## config.mk

```make
export PLATFORM = sky130hd
export DESIGN_NAME = cosine_job_scheduler
export DESIGN_NICKNAME = d
export VERILOG_FILES = /design/src/rtl/cosine_sched_pkg.sv /design/src/rtl/cosine_job_scheduler_sync_fifo.sv /design/src/rtl/cosine_job_scheduler.sv
export SDC_FILE = /design/constraint.sdc
export NUM_CORES = 1
export LEC_CHECK = 0
export ABC_AREA = 1
export BUFFER_PORTS_ARGS = -buffer_cell sky130_fd_sc_hd__clkbuf_2
export CAP_MARGIN = 20
export CORE_MARGIN = 2
export CORE_UTILIZATION = 63
export DETAILED_ROUTE_END_ITERATION = 10
export PLACE_DENSITY = 0.89
export SLEW_MARGIN = 5
export SYNTH_ARGS = -nofsm -noshare
export SYNTH_HDL_FRONTEND = slang
export SYNTH_SLANG_ARGS = --single-unit
```

## constraint.sdc

```tcl
create_clock -name clk -period 7.4 [get_ports clk]
set_clock_uncertainty 0.15 [all_clocks]
set_input_delay 1.11 -clock clk [delete_from_list [all_inputs] [get_ports clk]]
set_output_delay 1.11 -clock clk [all_outputs]
set_load 0.02 [all_outputs]
```

## src/rtl/cosine_sched_pkg.sv

```systemverilog
// Shared types and constants for the cosine job scheduler.
package cosine_sched_pkg;

  typedef enum logic [1:0] {
    IDLE  = 2'd0,
    ISSUE = 2'd1,
    WAIT  = 2'd2
  } state_t;

  localparam logic ADDR_DATA   = 1'b0;
  localparam logic ADDR_STATUS = 1'b1;

  localparam int OVF_BIT = 17;
  localparam int UDF_BIT = 18;
  localparam int TMO_BIT = 19;

  // Quiet NaN returned in place of a result when the engine never answers.
  localparam logic [31:0] QNAN = 32'h7FC0_0000;

endpackage

```

## src/rtl/cosine_job_scheduler_sync_fifo.sv

```systemverilog
// Synchronous FIFO with a combinational head word. A push into a full FIFO
// is accepted only when a pop happens in the same cycle; a pop of an empty
// FIFO is ignored.
module sync_fifo #(
  parameter int WIDTH = 32,
  parameter int DEPTH = 4
) (
  input  logic                     clk,
  input  logic                     reset,
  input  logic                     push,
  input  logic                     pop,
  input  logic [WIDTH-1:0]         din,
  output logic [WIDTH-1:0]         dout,
  output logic [$clog2(DEPTH):0]   count,
  output logic                     full,
  output logic                     empty
);

  localparam int AW = $clog2(DEPTH);

  logic [WIDTH-1:0] mem_q [DEPTH];
  logic [AW-1:0]    wptr_q, wptr_d;
  logic [AW-1:0]    rptr_q, rptr_d;
  logic [AW:0]      count_q, count_d;
  logic             do_push, do_pop;

  assign full  = (count_q == (AW+1)'(DEPTH));
  assign empty = (count_q == '0);
  assign count = count_q;
  assign dout  = mem_q[rptr_q];

  // Qualify the requests and advance pointers/count; DEPTH is a power of two so pointers wrap naturally.
  always_comb begin
    do_push = push && (!full || pop);
    do_pop  = pop && !empty;
    wptr_d  = wptr_q;
    rptr_d  = rptr_q;
    count_d = count_q;
    if (do_push) wptr_d = wptr_q + AW'(1);
    if (do_pop)  rptr_d = rptr_q + AW'(1);
    unique case ({do_push, do_pop})
      2'b10:   count_d = count_q + (AW+1)'(1);
      2'b01:   count_d = count_q - (AW+1)'(1);
      default: count_d = count_q;
    endcase
  end

  // Pointer and occupancy registers.
  always_ff @(posedge clk or posedge reset) begin
    if (reset) begin
      wptr_q  <= '0;
      rptr_q  <= '0;
      count_q <= '0;
    end else begin
      wptr_q  <= wptr_d;
      rptr_q  <= rptr_d;
      count_q <= count_d;
    end
  end

  // Storage array; contents need no reset because count gates every read.
  always_ff @(posedge clk) begin
    if (do_push) mem_q[wptr_q] <= din;
  end

endmodule

```

## src/rtl/cosine_job_scheduler.sv

```systemverilog
// Avalon-MM front end that queues theta words, runs them one at a time
// through the cosine engine and buffers the results for readback.
module cosine_job_scheduler
  import cosine_sched_pkg::*;
#(
  parameter int DEPTH   = 4,
  parameter int TIMEOUT = 256
) (
  input  logic        clk,
  input  logic        reset,
  input  logic        avs_address,
  input  logic        avs_write,
  input  logic [31:0] avs_writedata,
  input  logic        avs_read,
  output logic [31:0] avs_readdata,
  output logic        eng_start,
  output logic        eng_clk_en,
  output logic [31:0] eng_theta,
  input  logic        eng_done,
  input  logic [31:0] eng_result,
  output logic        irq
);

  localparam int CW = $clog2(DEPTH) + 1;
  localparam int TW = $clog2(TIMEOUT);

  state_t        state_q, state_d;
  logic [31:0]   theta_q, theta_d;
  logic [TW-1:0] timer_q, timer_d;
  logic          ovf_q, ovf_d;
  logic          udf_q, udf_d;
  logic          tmo_q, tmo_d;
  logic [31:0]   readdata_q, readdata_d;

  logic          wr_data, wr_stat, rd_data, rd_stat;
  logic          in_push, in_pop, in_full, in_empty;
  logic          out_push, out_pop, out_full, out_empty;
  logic [31:0]   in_dout, out_din, out_dout;
  logic [CW-1:0] in_count, out_count;
  logic          tmo_set, ovf_set, udf_set;
  logic [31:0]   status;
  logic          unused_wdata;

  assign wr_data = avs_write && (avs_address == ADDR_DATA);
  assign wr_stat = avs_write && (avs_address == ADDR_STATUS);
  assign rd_data = avs_read  && (avs_address == ADDR_DATA);
  assign rd_stat = avs_read  && (avs_address == ADDR_STATUS);

  assign unused_wdata = ^{avs_writedata[31:TMO_BIT+1], avs_writedata[OVF_BIT-1:0]};

  sync_fifo #(.WIDTH(32), .DEPTH(DEPTH)) u_in_fifo (
    .clk   (clk),
    .reset (reset),
    .push  (in_push),
    .pop   (in_pop),
    .din   (avs_writedata),
    .dout  (in_dout),
    .count (in_count),
    .full  (in_full),
    .empty (in_empty)
  );

  sync_fifo #(.WIDTH(32), .DEPTH(DEPTH)) u_out_fifo (
    .clk   (clk),
    .reset (reset),
    .push  (out_push),
    .pop   (out_pop),
    .din   (out_din),
    .dout  (out_dout),
    .count (out_count),
    .full  (out_full),
    .empty (out_empty)
  );

  // Job FSM: a job starts only when a result slot is free, so the output push can never overflow.
  always_comb begin
    state_d  = state_q;
    theta_d  = theta_q;
    timer_d  = timer_q;
    in_pop   = 1'b0;
    out_push = 1'b0;
    out_din  = eng_result;
    tmo_set  = 1'b0;
    unique case (state_q)
      IDLE: begin
        if (!in_empty && !out_full) begin
          in_pop  = 1'b1;
          theta_d = in_dout;
          state_d = ISSUE;
        end
      end
      ISSUE: begin
        timer_d = '0;
        state_d = WAIT;
      end
      WAIT: begin
        if (eng_done) begin
          out_push = 1'b1;
          out_din  = eng_result;
          state_d  = IDLE;
        end else if (timer_q == TW'(TIMEOUT - 1)) begin
          out_push = 1'b1;
          out_din  = QNAN;
          tmo_set  = 1'b1;
          state_d  = IDLE;
        end else begin
          timer_d = timer_q + TW'(1);
        end
      end
      default: state_d = IDLE;
    endcase
  end

  // Bus decode, sticky flags and read mux; a new error event wins over a same-cycle W1C.
  always_comb begin
    in_push = wr_data && (!in_full || in_pop);
    ovf_set = wr_data && in_full && !in_pop;
    out_pop = rd_data && !out_empty;
    udf_set = rd_data && out_empty;
    ovf_d   = (ovf_q && !(wr_stat && avs_writedata[OVF_BIT])) || ovf_set;
    udf_d   = (udf_q && !(wr_stat && avs_writedata[UDF_BIT])) || udf_set;
    tmo_d   = (tmo_q && !(wr_stat && avs_writedata[TMO_BIT])) || tmo_set;
    status  = {12'b0, tmo_q, udf_q, ovf_q, (state_q != IDLE), 8'(out_count), 8'(in_count)};
    readdata_d = 32'h0;
    if (rd_data) begin
      readdata_d = out_empty ? 32'h0 : out_dout;
    end else if (rd_stat) begin
      readdata_d = status;
    end
  end

  // Control, theta and readdata registers.
  always_ff @(posedge clk or posedge reset) begin
    if (reset) begin
      state_q    <= IDLE;
      theta_q    <= '0;
      timer_q    <= '0;
      ovf_q      <= 1'b0;
      udf_q      <= 1'b0;
      tmo_q      <= 1'b0;
      readdata_q <= '0;
    end else begin
      state_q    <= state_d;
      theta_q    <= theta_d;
      timer_q    <= timer_d;
      ovf_q      <= ovf_d;
      udf_q      <= udf_d;
      tmo_q      <= tmo_d;
      readdata_q <= readdata_d;
    end
  end

  assign avs_readdata = readdata_q;
  assign eng_start    = (state_q == ISSUE);
  assign eng_clk_en   = (state_q != IDLE);
  assign eng_theta    = theta_q;
  assign irq          = !out_empty || ovf_q || udf_q || tmo_q;

endmodule

```

==> results of run 1 <==
Yosys cell counts, drive strengths merged:
cell type,count
or2,1
inv,75
clkbuf,25
buf,30
xnor2,2
a21oi,32
ha,15
nor2,178
nand2,225
o21ai,130
edfxtp,256
nand4,3
nand3,30
o31ai,1
xor2,4
fa,2
dfrtp,91
o22ai,42
nor3,3
final cells by class:
type                    instances  area [um^2]
multi-input cells             668         3204
repair buffers                141        758.2
flip-flops and latches        347         9967
fillers                      1253         5466
well taps                     275        344.1
inverters                      75        284.0
clock inverters                16        150.1
clock buffers                  49        979.7
critical path, cell delays in order:
cell and delay [ns]:
sky130_fd_sc_hd__clkbuf_2 0.14, sky130_fd_sc_hd__nor2_1 0.15, sky130_fd_sc_hd__nand2_1 0.65, sky130_fd_sc_hd__inv_1 0.60
sky130_fd_sc_hd__ha_1 0.24, sky130_fd_sc_hd__inv_1 0.07, sky130_fd_sc_hd__fa_1 0.38, sky130_fd_sc_hd__a21oi_1 0.16
sky130_fd_sc_hd__o21ai_0 0.12, sky130_fd_sc_hd__xor2_1 0.16
path summary, 6_finish.rpt:
check	from	end	slack [ns]
setup / recovery	avs_address	u_out_fifo.count[2]$_DFFE_PP0P_	3.84
hold / removal	eng_theta[10]$_DFFE_PP0N_	eng_theta[10]$_DFFE_PP0N_	0.33
setup reg to reg	state_q[1]$_DFFE_PP0P_	u_in_fifo.count[2]$_DFFE_PP0P_	4.08
hold reg to reg	eng_theta[10]$_DFFE_PP0N_	eng_theta[10]$_DFFE_PP0N_	0.33
max in group asynchronous	reset	u_out_fifo.rptr_q[0]$_DFFE_PP0P_	5.44
min in group asynchronous	reset	eng_theta[15]$_DFFE_PP0N_	0.42
power by group through the flow:
| stage | clock, W | sequential, W | combinational, W |
|---|---|---|---|
| after global routing | 0.00182 | 0.00263 | 0.00208 |
| after detailed placement | 0 | 0.00265 | 0.00177 |
| after floorplan | 0 | 0.00271 | 0.00120 |
| after global placement | 0 | 0.00263 | 0.00166 |
| final | 0.00173 | 0.00261 | 0.00188 |
| after CTS | 0.00174 | 0.00262 | 0.00182 |
logic make-up after synthesis:
group,count (synthesis)
flip-flops,347
buffers and inverters,130
adder cells (fa/ha/maj),17
XOR/XNOR,6
AO/OA/AOI/OAI,205
AND/OR/NAND/NOR,440
cells in the final DEF (no fill, tap or decap), types with 3 or more instances in the layout:
| master | Yosys | layout |
|---|---|---|
| sky130_fd_sc_hd__edfxtp_1 | 256 | 256 |
| sky130_fd_sc_hd__nand2_1 | 221 | 221 |
| sky130_fd_sc_hd__nor2_1 | 176 | 168 |
| sky130_fd_sc_hd__clkbuf_2 | 0 | 136 |
| sky130_fd_sc_hd__o21ai_0 | 130 | 130 |
| sky130_fd_sc_hd__dfrtp_1 | 91 | 89 |
| sky130_fd_sc_hd__inv_1 | 72 | 71 |
| sky130_fd_sc_hd__o22ai_1 | 42 | 42 |
| sky130_fd_sc_hd__clkbuf_16 | 0 | 36 |
| sky130_fd_sc_hd__a21oi_1 | 32 | 32 |
| sky130_fd_sc_hd__nand3_1 | 26 | 26 |
| sky130_fd_sc_hd__ha_1 | 15 | 15 |
| sky130_fd_sc_hd__nor2_4 | 2 | 10 |
| sky130_fd_sc_hd__clkbuf_1 | 25 | 10 |
| sky130_fd_sc_hd__clkinv_2 | 0 | 5 |
| sky130_fd_sc_hd__xor2_1 | 4 | 4 |
| sky130_fd_sc_hd__clkinv_1 | 0 | 4 |
| sky130_fd_sc_hd__inv_2 | 3 | 3 |
| sky130_fd_sc_hd__nand2_2 | 3 | 3 |
| sky130_fd_sc_hd__nor3_1 | 3 | 3 |
| sky130_fd_sc_hd__clkbuf_8 | 0 | 3 |
| sky130_fd_sc_hd__buf_4 | 9 | 3 |
layer usage:
layer  vias to the layer above  share of wire, %  wire length (um)  track usage (%)
met3                        84               7.7              2363            4.699
met2                       493                52             15860            47.38
li1                       4167                 -                 -                -
met5                         -                 0                 0                0
met1                      4428                38             11530            34.01
met4                         0               3.1               960            9.252
metrics by stage:
step / worst slack, ns / std cells / util, % / instance area, um^2
6_report: 3.841 / 1571 / 74.16 / 15690
2_1_floorplan: 3.776 / 1145 / - / 13690
3_5_place_dp: 3.426 / 1504 / 68.56 / 14500
3_3_place_gp: 3.494 / 1504 / 68.56 / 14500
4_1_cts: 3.885 / 1569 / 73.90 / 15630
5_1_grt: 3.639 / 1571 / 74.16 / 15690
state kept, by name, summed over array words and instances (netlist names):
register and cells:
avs_readdata 32, eng_theta 32, ovf_q 1, state_q 2, timer_q 8, tmo_q 1, u_in_fifo.count 3, u_in_fifo.mem_q 128
u_in_fifo.rptr_q 2, u_in_fifo.wptr_q 2, u_out_fifo.count 3, u_out_fifo.mem_q 128, u_out_fifo.rptr_q 2, u_out_fifo.wptr_q 2, udf_q 1
==> flow_summary_export.csv, run 1 <==
group,metric,value,unit
floorplanning,core_area,21150,um^2
logic_synthesis,ys_ff_latch,347,
power_and_ir_drop,sequentialPowerShare,41.9,%
power_and_ir_drop,vdd_ir_drop_max,0.0002191,V
logic_synthesis,synth_top_family_by_area,"simple AND/OR/NAND/NOR gates",
cts,htreeDepth,2,
sta,timing_hold_violations_final,0,
detailed_routing,postRouteWirelength,30720,um
logic_synthesis,yosys-mux-area-fraction,0,%
logic_synthesis,synth_simple_gate_area_share,13.02,%
logic_synthesis,synth_largest_type_area_fraction,56.14,%
global_routing,grt_usage,26.94,%
run_status,run_status,"finished clean",
cts,cts.reportedPaths.clkPinSlew,0.06,ns
logic_synthesis,synth.distinct_cells,29,
power_and_ir_drop,areal_power_density_over_the_cells,396.5,nW/um^2
logic_synthesis,area_share_of_xor_xnor_cells_in_the_synthesized_design,0.3838,%
floorplanning,chip_width,151.4,um
cts,cts-hold-fix-buffers,0,
floorplanning,start_util,64.73,%
floorplanning,fp.dieArea,22930,um^2
worst_hold_path,hold_path_depth,2,
critical_path,critical_path_required,7.62,ns
cts,post_cts_buffers,0,
logic_synthesis,synth.net_count,1232,
power_and_ir_drop,internal-power,0.003973,W
global_routing,antenna_found_initial,0,
detailed_routing,via_per_inst,5.838,
sta,layout_worst_path_cycle_share,48.09,%
logic_synthesis,syn_area_per_cell,11.96,um^2
placed_design,gpl.final_weighted_congestion,0.8123,
global_routing,via_count_of_the_first_global_routing_pass,9106,
logic_synthesis,syn_area,13690,um^2
layout,antenna-diode-count,0,
power_and_ir_drop,total_switching_power,0.002247,W
power_and_ir_drop,leakage,6.407,nW
power_and_ir_drop,fin_total_pwr,0.006219,W
cts,clkSinkCount,347,
cts,clk_latency,0.52,ns
global_routing,overflow,0,
cts,cts_buffer_depth,3,
logic_synthesis,synth_warnings,0,
detailed_routing,drt_first_iter_violations,881,
sta,worst_pin_slew,1.130,ns
sta,setup_tns_after_final_layout,0,ns
sta,slew_violations,0,
logic_synthesis,synthTopCellsByArea,"sky130_fd_sc_hd__edfxtp_1, sky130_fd_sc_hd__dfrtp_1, sky130_fd_sc_hd__nand2_1, sky130_fd_sc_hd__nor2_1, sky130_fd_sc_hd__o21ai_0",
detailed_routing,vias,9172,
cts,cts_resized,0,
job,max_capacitance_violation_count,0,
critical_path,worst-path-max-fanout,24,
logic_synthesis,adder_cell_share_of_the_synthesized_area,1.663,%
layout,final_nets,1356,
floorplanning,ios,137,
sta,rsz0062_at_grt,"no",
global_routing,grt_start_max_net_pins,67,
sta,min_period,3.559,ns
power_and_ir_drop,pwr-share-clk,27.8,%
detailed_routing,routed_wire_length_per_instance,19.55,um
critical_path,r2r.worst_path.cells,10,
detailed_routing,drt_drc_violations_left,0,
cts,cts_root_buffer,"sky130_fd_sc_hd__clkbuf_16",
cts,cts_tree,"done",
layout,area_added_between_synthesis_and_finish,14.56,%
layout,drive_above_1_share,16.82,%
sta,relSlewSlack,24.65,%
floorplanning,die_h,151.4,um
detailed_routing,drt-pass1-iter-count,7,
logic_synthesis,ys_seq_area_share,72.77,%
sta,number_of_setup_violations_in_the_final_report,0,
critical_path,critPathLaunchType,"input pin",
critical_path,setup.worst_path.class,"in2reg",
critical_path,setup.worst_path.end_class,"flop",
detailed_routing,ant_nets,0,
logic_synthesis,post_synthesis_cell_type_with_the_largest_combined_area,"sky130_fd_sc_hd__edfxtp_1",
floorplanning,std_cell_rows,53,
sta,finalHoldWorstSlack,0.3262,ns
logic_synthesis,synth_cells,1145,
logic_synthesis,synth_compound_gate_area_share,7.895,%
power_and_ir_drop,sw_frac_of_total,36.12,%
critical_path,critical_path_arrival,3.78,ns
cts,cts_inserted_buffers,36,
placed_design,dp_hpwl,17600,um
sta,achievable-frequency,0.2810,GHz
global_routing,wire_length_of_the_first_global_routing_pass,47150,um
worst_hold_path,worst_hold_path_type,"reg2reg",
placed_design,port_buffer_count,136,
power_and_ir_drop,share_comb_of_total_power,30.3,%
Power figures use the tool's default switching activity.
==> inputs of run 2 (changes only) <==
--- a/config.mk
+++ b/config.mk
@@ -9,9 +9,9 @@
 export BUFFER_PORTS_ARGS = -buffer_cell sky130_fd_sc_hd__clkbuf_2
 export CAP_MARGIN = 20
 export CORE_MARGIN = 2
-export CORE_UTILIZATION = 63
+export CORE_UTILIZATION = 53
 export DETAILED_ROUTE_END_ITERATION = 10
-export PLACE_DENSITY = 0.89
+export PLACE_DENSITY = 0.81
 export SLEW_MARGIN = 5
 export SYNTH_ARGS = -nofsm -noshare
 export SYNTH_HDL_FRONTEND = slang
==> constraint.sdc (replaced) <==
create_clock -name clk -period 3.2 [get_ports clk]
set_clock_uncertainty 0.15 [all_clocks]
set_input_delay 0.48 -clock clk [delete_from_list [all_inputs] [get_ports clk]]
set_output_delay 0.48 -clock clk [all_outputs]
set_load 0.02 [all_outputs]
==> run 2 against run 1 <==
Against the previous run:
- non-clock buffer count rose by 16
- power rose by 130%
- cell area rose by 1.4%
- cell count rose by 4.5%
- sequential share of layout area fell by 0.86 points
- flip-flop and latch count did not move
- highest routed layer unchanged
==> flow_summary_export.csv, run 2 (same netlist as run 1, synthesis figures left out) <==
group,metric,value,unit
critical_path,critical_path.cell_chain,"inv_1 -> ha_1 -> nand2_1 -> nand2_2 -> nand2_4 -> ha_1 -> inv_1 -> fa_1 -> a21oi_1 -> o21ai_0 -> xor2_1",
power_and_ir_drop,internal-power,0.009374,W
detailed_routing,routed_wire_length_per_instance,17.70,um
layout,final_nets,1371,
sta,rsz0062_at_grt,"no",
power_and_ir_drop,share_comb_of_total_power,30.2,%
global_routing,grt_usage,21.89,%
cts,cts_root_buffer,"sky130_fd_sc_hd__clkbuf_16",
power_and_ir_drop,leakage,6.489,nW
critical_path,worst-path-max-fanout,10,
power_and_ir_drop,sequentialPowerShare,41.0,%
worst_hold_path,worst_hold_path_type,"in2reg",
sta,achievable-frequency,0.3826,GHz
layout,fillerInstances,1864,
global_routing,grt_start_max_net_pins,66,
global_routing,grt.met1_usage,27.47,%
critical_path,critPathLaunchType,"flop",
sta,slew_violations,0,
critical_path,r2r_start,"state_q[0]$_DFFE_PP0P_",
cts,cts_buffer_depth,3,
placed_design,port_buffer_count,136,
worst_hold_path,hold_path_end,"u_in_fifo.mem_q[0][20]$_DFFE_PP_",
detailed_routing,vias,8942,
cts,clk_latency,0.52,ns
detailed_routing,drt-pass1-iter-count,5,
layout,mostFrequentLayoutCells,"sky130_fd_sc_hd__edfxtp_1, sky130_fd_sc_hd__nand2_1, sky130_fd_sc_hd__nor2_1, sky130_fd_sc_hd__clkbuf_2, sky130_fd_sc_hd__o21ai_0",
sta,finalHoldWorstSlack,0.02771,ns
placed_design,dp_hpwl,16910,um
cts,clkSinkCount,347,
sta,number_of_setup_violations_in_the_final_report,0,
layout,fin_area,15900,um^2
power_and_ir_drop,total_switching_power,0.005023,W
sta,worst_pin_slew,0.9799,ns
global_routing,via_count_of_the_first_global_routing_pass,9019,
layout,layout_top_registers,"u_in_fifo.mem_q x128, u_out_fifo.mem_q x128",
detailed_routing,via_per_inst,5.449,
cts,cts_tree,"done",
sta,min_period,2.614,ns
sta,setup_tns_after_final_layout,0,ns
global_routing,top_usage_layer,"met2",
cts,cts-hold-fix-buffers,1,
floorplanning,die_h,164.7,um
cts,post_cts_buffers,0,
layout,drive_above_1_share,17.70,%
global_routing,antenna_found_initial,0,
critical_path,r2r.worst_path.cells,11,
global_routing,grt_util_met3,3.692,%
sta,timing.final.ws_setup,0.5860,ns
floorplanning,ios,137,
detailed_routing,postRouteWirelength,29040,um
power_and_ir_drop,vdd_ir_drop_max,0.0005620,V
cts,htreeDepth,2,
placed_design,gpl.final_weighted_congestion,0.8230,
floorplanning,core_area,25250,um^2
placed_design,dp_slack,0.6051,ns
critical_path,worst_path_largest_cell_delay,0.40,ns
worst_hold_path,hold_path_depth,1,
global_routing,wire_length_of_the_first_global_routing_pass,46060,um
layout,area_added_between_synthesis_and_finish,16.13,%
power_and_ir_drop,sw_frac_of_total,34.89,%
job,max_capacitance_violation_count,0,
cts,cts_resized,0,
detailed_routing,ant_nets,0,
layout,antenna-diode-count,0,
floorplanning,start_util,54.22,%
layout,layout.cells.most_common,"sky130_fd_sc_hd__edfxtp_1",
sta,timing_hold_violations_final,0,
layout,ff_latch_area,9967,um^2
layout,multiInputGateArea,3204,um^2
critical_path,setup.worst_path.class,"reg2reg",
critical_path,setup.worst_path.end_class,"flop",
sta,layout_worst_path_cycle_share,81.69,%
placed_design,dpl_cell_area,14710,um^2
sta,relSlewSlack,34.58,%
critical_path,timing.rr.end,"u_out_fifo.count[2]$_DFFE_PP0P_",
critical_path,critical_path_arrival,2.85,ns
critical_path,critical_path_required,3.44,ns
detailed_routing,drt_first_iter_violations,1021,
power_and_ir_drop,pwr-share-clk,28.8,%
global_routing,overflow,0,
floorplanning,chip_width,164.7,um
floorplanning,std_cell_rows,58,
run_status,run_status,"finished clean",
worst_hold_path,hold_start,"avs_writedata[20]",
floorplanning,fp.dieArea,27140,um^2
detailed_routing,drt_drc_violations_left,0,
global_routing,gr-usage-met2,38.91,%
critical_path,regToRegSetupSlack,0.59,ns
cts,cts_inserted_buffers,35,
cts,cts.reportedPaths.clkPinSlew,0.06,ns
critical_path,slowest_stage,"sky130_fd_sc_hd__fa_1",
power_and_ir_drop,areal_power_density_over_the_cells,905.4,nW/um^2
run 2: changes by cell type in the layout (fill, tap and decap cells not counted), sizes merged:
| cell | change |
|---|---|
| dlygate4sd3 | +1 |
| bufinv | +3 |
| clkbuf | -2 |
| clkinv | -3 |
| inv | -1 |
| clkinvlp | +2 |
| buf | +15 |
run 2: final cells by class:
cell class              instances  share of cell area, %
flip-flops and latches        347                  62.68
multi-input cells             668                  20.15
clock buffers                  47                  5.988
repair buffers                157                  5.366
well taps                     330                  2.597
inverters                      75                  1.786
clock inverters                17                  1.432
run 2: how the worst max path moves through the flow:
stage,cells after the start,startpoint,to
floorplan,7,timer_q[0]$_DFFE_PP0P_,u_out_fifo.mem_q[2][0]$_DFFE_PP_
global placement,10,avs_address,u_out_fifo.count[2]$_DFFE_PP0P_
detailed placement,11,state_q[0]$_DFFE_PP0P_,u_out_fifo.count[2]$_DFFE_PP0P_
CTS,11,state_q[0]$_DFFE_PP0P_,u_out_fifo.count[2]$_DFFE_PP0P_
global route,11,u_out_fifo.count[0]$_DFFE_PP0P_,u_in_fifo.count[2]$_DFFE_PP0P_
finish,11,state_q[0]$_DFFE_PP0P_,u_out_fifo.count[2]$_DFFE_PP0P_
run 2: power by group through the flow:
stage | Sequential, W | Clock (W) | Combinational (W)
after global placement | 0.00596 | 0 | 0.00414
final | 0.00590 | 0.00414 | 0.00435
after detailed placement | 0.00598 | 0 | 0.00432
after global routing | 0.00597 | 0.00440 | 0.00487
after floorplan | 0.00627 | 0 | 0.00278
after CTS | 0.00590 | 0.00423 | 0.00437
run 2: critical path, delay by kind of cell (launching register included):
kind	cells	cell delay (ns)
compound gates	2	0.26
xor+xnor	1	0.15
fa+ha+maj	3	0.93
buf+inv	2	0.16
flops	1	0.37
simple gates	3	0.46
run 2: metal layers:
layer / routed length (um) / part of all wire (%)
met1: 11610 / 40
met2: 14800 / 51
met3: 2034 / 7.0
met4: 594 / 2.0
met5: 0 / 0
run 2: metrics by stage:
stage / utilization, % / power, W / cells
final: 62.97 / 0.01440 / 1641
after global routing: 62.97 / 0.01524 / 1641
after CTS: 62.97 / 0.01450 / 1641
after detailed placement: 58.25 / 0.01031 / 1576
after global placement: 58.25 / 0.01010 / 1576
after floorplan: - / 0.009045 / 1145
==> inputs of run 3 (changes only) <==
--- a/config.mk
+++ b/config.mk
@@ -9,9 +9,9 @@
 export BUFFER_PORTS_ARGS = -buffer_cell sky130_fd_sc_hd__clkbuf_2
 export CAP_MARGIN = 20
 export CORE_MARGIN = 2
-export CORE_UTILIZATION = 53
+export CORE_UTILIZATION = 59
 export DETAILED_ROUTE_END_ITERATION = 10
-export PLACE_DENSITY = 0.81
+export PLACE_DENSITY = 0.85
 export SLEW_MARGIN = 5
 export SYNTH_ARGS = -nofsm -noshare
 export SYNTH_HDL_FRONTEND = slang
==> constraint.sdc (replaced) <==
create_clock -name clk -period 2.6 [get_ports clk]
set_clock_uncertainty 0.15 [all_clocks]
set_input_delay 0.39 -clock clk [delete_from_list [all_inputs] [get_ports clk]]
set_output_delay 0.39 -clock clk [all_outputs]
set_load 0.02 [all_outputs]
==> run 3 against run 2 <==
Against the previous run:
- clock power increased by 17%
- clock-buffer cell count grew 4
- via count rose by 4.1%
- first-iteration DRC count is 14% lower
- sequential share of layout area fell by 1.3 points
- critical path depth shrank 1
- die area is 9.9% lower
- global-route usage is 3.7 points higher
- non-clock buffer count up 45
==> flow_summary_export.csv, run 3 (same netlist as run 1, synthesis figures left out) <==
group,metric,value,unit
run_status,run_status,"finished clean",
cts,clk_latency,0.51,ns
power_and_ir_drop,internal-power,0.01140,W
sta,worst_pin_slew,0.7142,ns
floorplanning,std_cell_rows,55,
worst_hold_path,worst_hold_path_type,"in2reg",
sta,slew_violations,0,
global_routing,overflow,0,
detailed_routing,drt-pass1-iter-count,5,
power_and_ir_drop,pwr-share-clk,27.3,%
detailed_routing,ant_nets,0,
detailed_routing,via_per_inst,5.665,
sta,setup_tns_after_final_layout,0,ns
power_and_ir_drop,areal_power_density_over_the_cells,1092,nW/um^2
detailed_routing,routed_wire_length_per_instance,18.74,um
job,max_capacitance_violation_count,0,
placed_design,port_buffer_count,136,
critical_path,critPathLaunchType,"flop",
floorplanning,chip_width,156.3,um
cts,cts_tree,"done",
layout,fillerInstances,1444,
critical_path,cp-startpoint,"u_out_fifo.count[0]$_DFFE_PP0P_",
sta,min_period,2.455,ns
critical_path,r2r_start,"u_out_fifo.count[0]$_DFFE_PP0P_",
cts,cts_buffer_depth,3,
cts,htreeDepth,2,
power_and_ir_drop,sequentialPowerShare,41.2,%
sta,finalHoldWorstSlack,0.01109,ns
sta,number_of_setup_violations_in_the_final_report,0,
global_routing,grt_start_max_net_pins,66,
placed_design,dp_hpwl,17570,um
cts,cts_resized,0,
detailed_routing,vias,9308,
floorplanning,die_h,156.3,um
detailed_routing,drt_drc_violations_left,0,
power_and_ir_drop,share_comb_of_total_power,31.5,%
layout,final_nets,1416,
cts,post_cts_buffers,0,
sta,layout_worst_path_cycle_share,94.44,%
global_routing,grt_usage,25.57,%
global_routing,antenna_found_initial,2,
floorplanning,ios,137,
detailed_routing,postRouteWirelength,30790,um
floorplanning,start_util,60.30,%
layout,drive_above_1_share,17.92,%
power_and_ir_drop,total_switching_power,0.006340,W
detailed_routing,drt_first_iter_violations,873,
sta,rsz0062_at_grt,"no",
critical_path,setup.worst_path.end_class,"flop",
cts,cts_inserted_buffers,35,
layout,mostFrequentLayoutCells,"sky130_fd_sc_hd__edfxtp_1, sky130_fd_sc_hd__nand2_1, sky130_fd_sc_hd__nor2_1, sky130_fd_sc_hd__clkbuf_2, sky130_fd_sc_hd__o21ai_0",
critical_path,critical_path_arrival,2.68,ns
critical_path,worst-path-max-fanout,5,
power_and_ir_drop,vdd_ir_drop_max,0.0006681,V
cts,clkSinkCount,347,
critical_path,critical_path_required,2.83,ns
global_routing,wire_length_of_the_first_global_routing_pass,48610,um
critical_path,setup.worst_path.class,"reg2reg",
sta,achievable-frequency,0.4073,GHz
layout,layout_top_registers,"u_in_fifo.mem_q x128, u_out_fifo.mem_q x128",
sta,relSlewSlack,52.39,%
global_routing,via_count_of_the_first_global_routing_pass,9525,
placed_design,gpl.final_weighted_congestion,0.7996,
worst_hold_path,hold_start,"avs_writedata[18]",
floorplanning,core_area,22710,um^2
floorplanning,fp.dieArea,24440,um^2
layout,layout.cells.most_common,"sky130_fd_sc_hd__edfxtp_1",
layout,fin_area,16250,um^2
cts,cts.reportedPaths.clkPinSlew,0.06,ns
layout,area_added_between_synthesis_and_finish,18.64,%
sta,timing_hold_violations_final,0,
power_and_ir_drop,sw_frac_of_total,35.73,%
placed_design,dpl_cell_area,14810,um^2
power_and_ir_drop,leakage,6.666,nW
cts,cts_root_buffer,"sky130_fd_sc_hd__clkbuf_16",
run 3: worst paths after layout:
check / depth (start not counted) / slack (ns) / end
setup / recovery: 10 / 0.14 / u_out_fifo.count[2]$_DFFE_PP0P_
setup reg to reg: 10 / 0.14 / u_out_fifo.count[2]$_DFFE_PP0P_
hold / removal: 1 / 0.01 / u_in_fifo.mem_q[3][18]$_DFFE_PP_
hold reg to reg: 1 / 0.32 / u_out_fifo.count[0]$_DFFE_PP0P_
min in group asynchronous: 4 / 0.47 / eng_theta[16]$_DFFE_PP0N_
max in group asynchronous: 4 / 1.26 / u_out_fifo.rptr_q[0]$_DFFE_PP0P_
run 3: area by class of cell:
cell class	instances	area, um^2	area share [%]
clock buffers	51	977.2	6.015
flip-flops and latches	347	9967	61.35
well taps	285	356.6	2.195
clock inverters	13	131.4	0.8087
inverters	75	285.3	1.756
diodes	2	5.005	0.03081
multi-input cells	668	3204	19.72
repair buffers	202	1319	8.118
run 3: power groups by stage:
stage               Clock (W)  Combinational, W  Sequential, W
floorplan                   0           0.00343        0.00771
finish                0.00484           0.00560        0.00731
global placement            0           0.00519        0.00735
CTS                   0.00488           0.00556        0.00729
global route          0.00510           0.00620        0.00738
detailed placement          0           0.00539        0.00739
run 3: repair_timing:
item | in CTS | in global routing
endpoints found under the hold margin | 207 | 0
setup endpoints to repair | 0 | 0
hold buffers | 32 | 0
run 3: worst max-delay path, stage by stage, from the launching register on:
cell and delay, ns:
sky130_fd_sc_hd__dfrtp_1 0.39, sky130_fd_sc_hd__inv_1 0.17, sky130_fd_sc_hd__nand3_2 0.15, sky130_fd_sc_hd__or2_2 0.35
sky130_fd_sc_hd__nand2_4 0.09, sky130_fd_sc_hd__ha_1 0.14, sky130_fd_sc_hd__inv_1 0.07, sky130_fd_sc_hd__fa_1 0.38
sky130_fd_sc_hd__a21oi_1 0.15, sky130_fd_sc_hd__o21ai_0 0.12, sky130_fd_sc_hd__xor2_1 0.16
run 3: stage by stage:
stage / instances / utilization, % / setup slack (ns) / power, W
5_1_grt: 1643 / 71.54 / 0.05374 / 0.01868
6_report: 1643 / 71.54 / 0.1447 / 0.01774
3_3_place_gp: 1545 / 65.22 / 0.2482 / 0.01253
4_1_cts: 1641 / 71.52 / 0.1680 / 0.01773
3_5_place_dp: 1545 / 65.22 / 0.1906 / 0.01277
2_1_floorplan: 1145 / - / -0.4352 / 0.01114
run 3: layer usage:
metal  GRT usage, %  vias up  part of all wire [%]
li1               -     4283                     -
met5              0        -                     0
met2          45.56      444                    52
met4          9.174        0                   2.6
met1          31.96     4516                    38
met3          3.905       65                   7.1
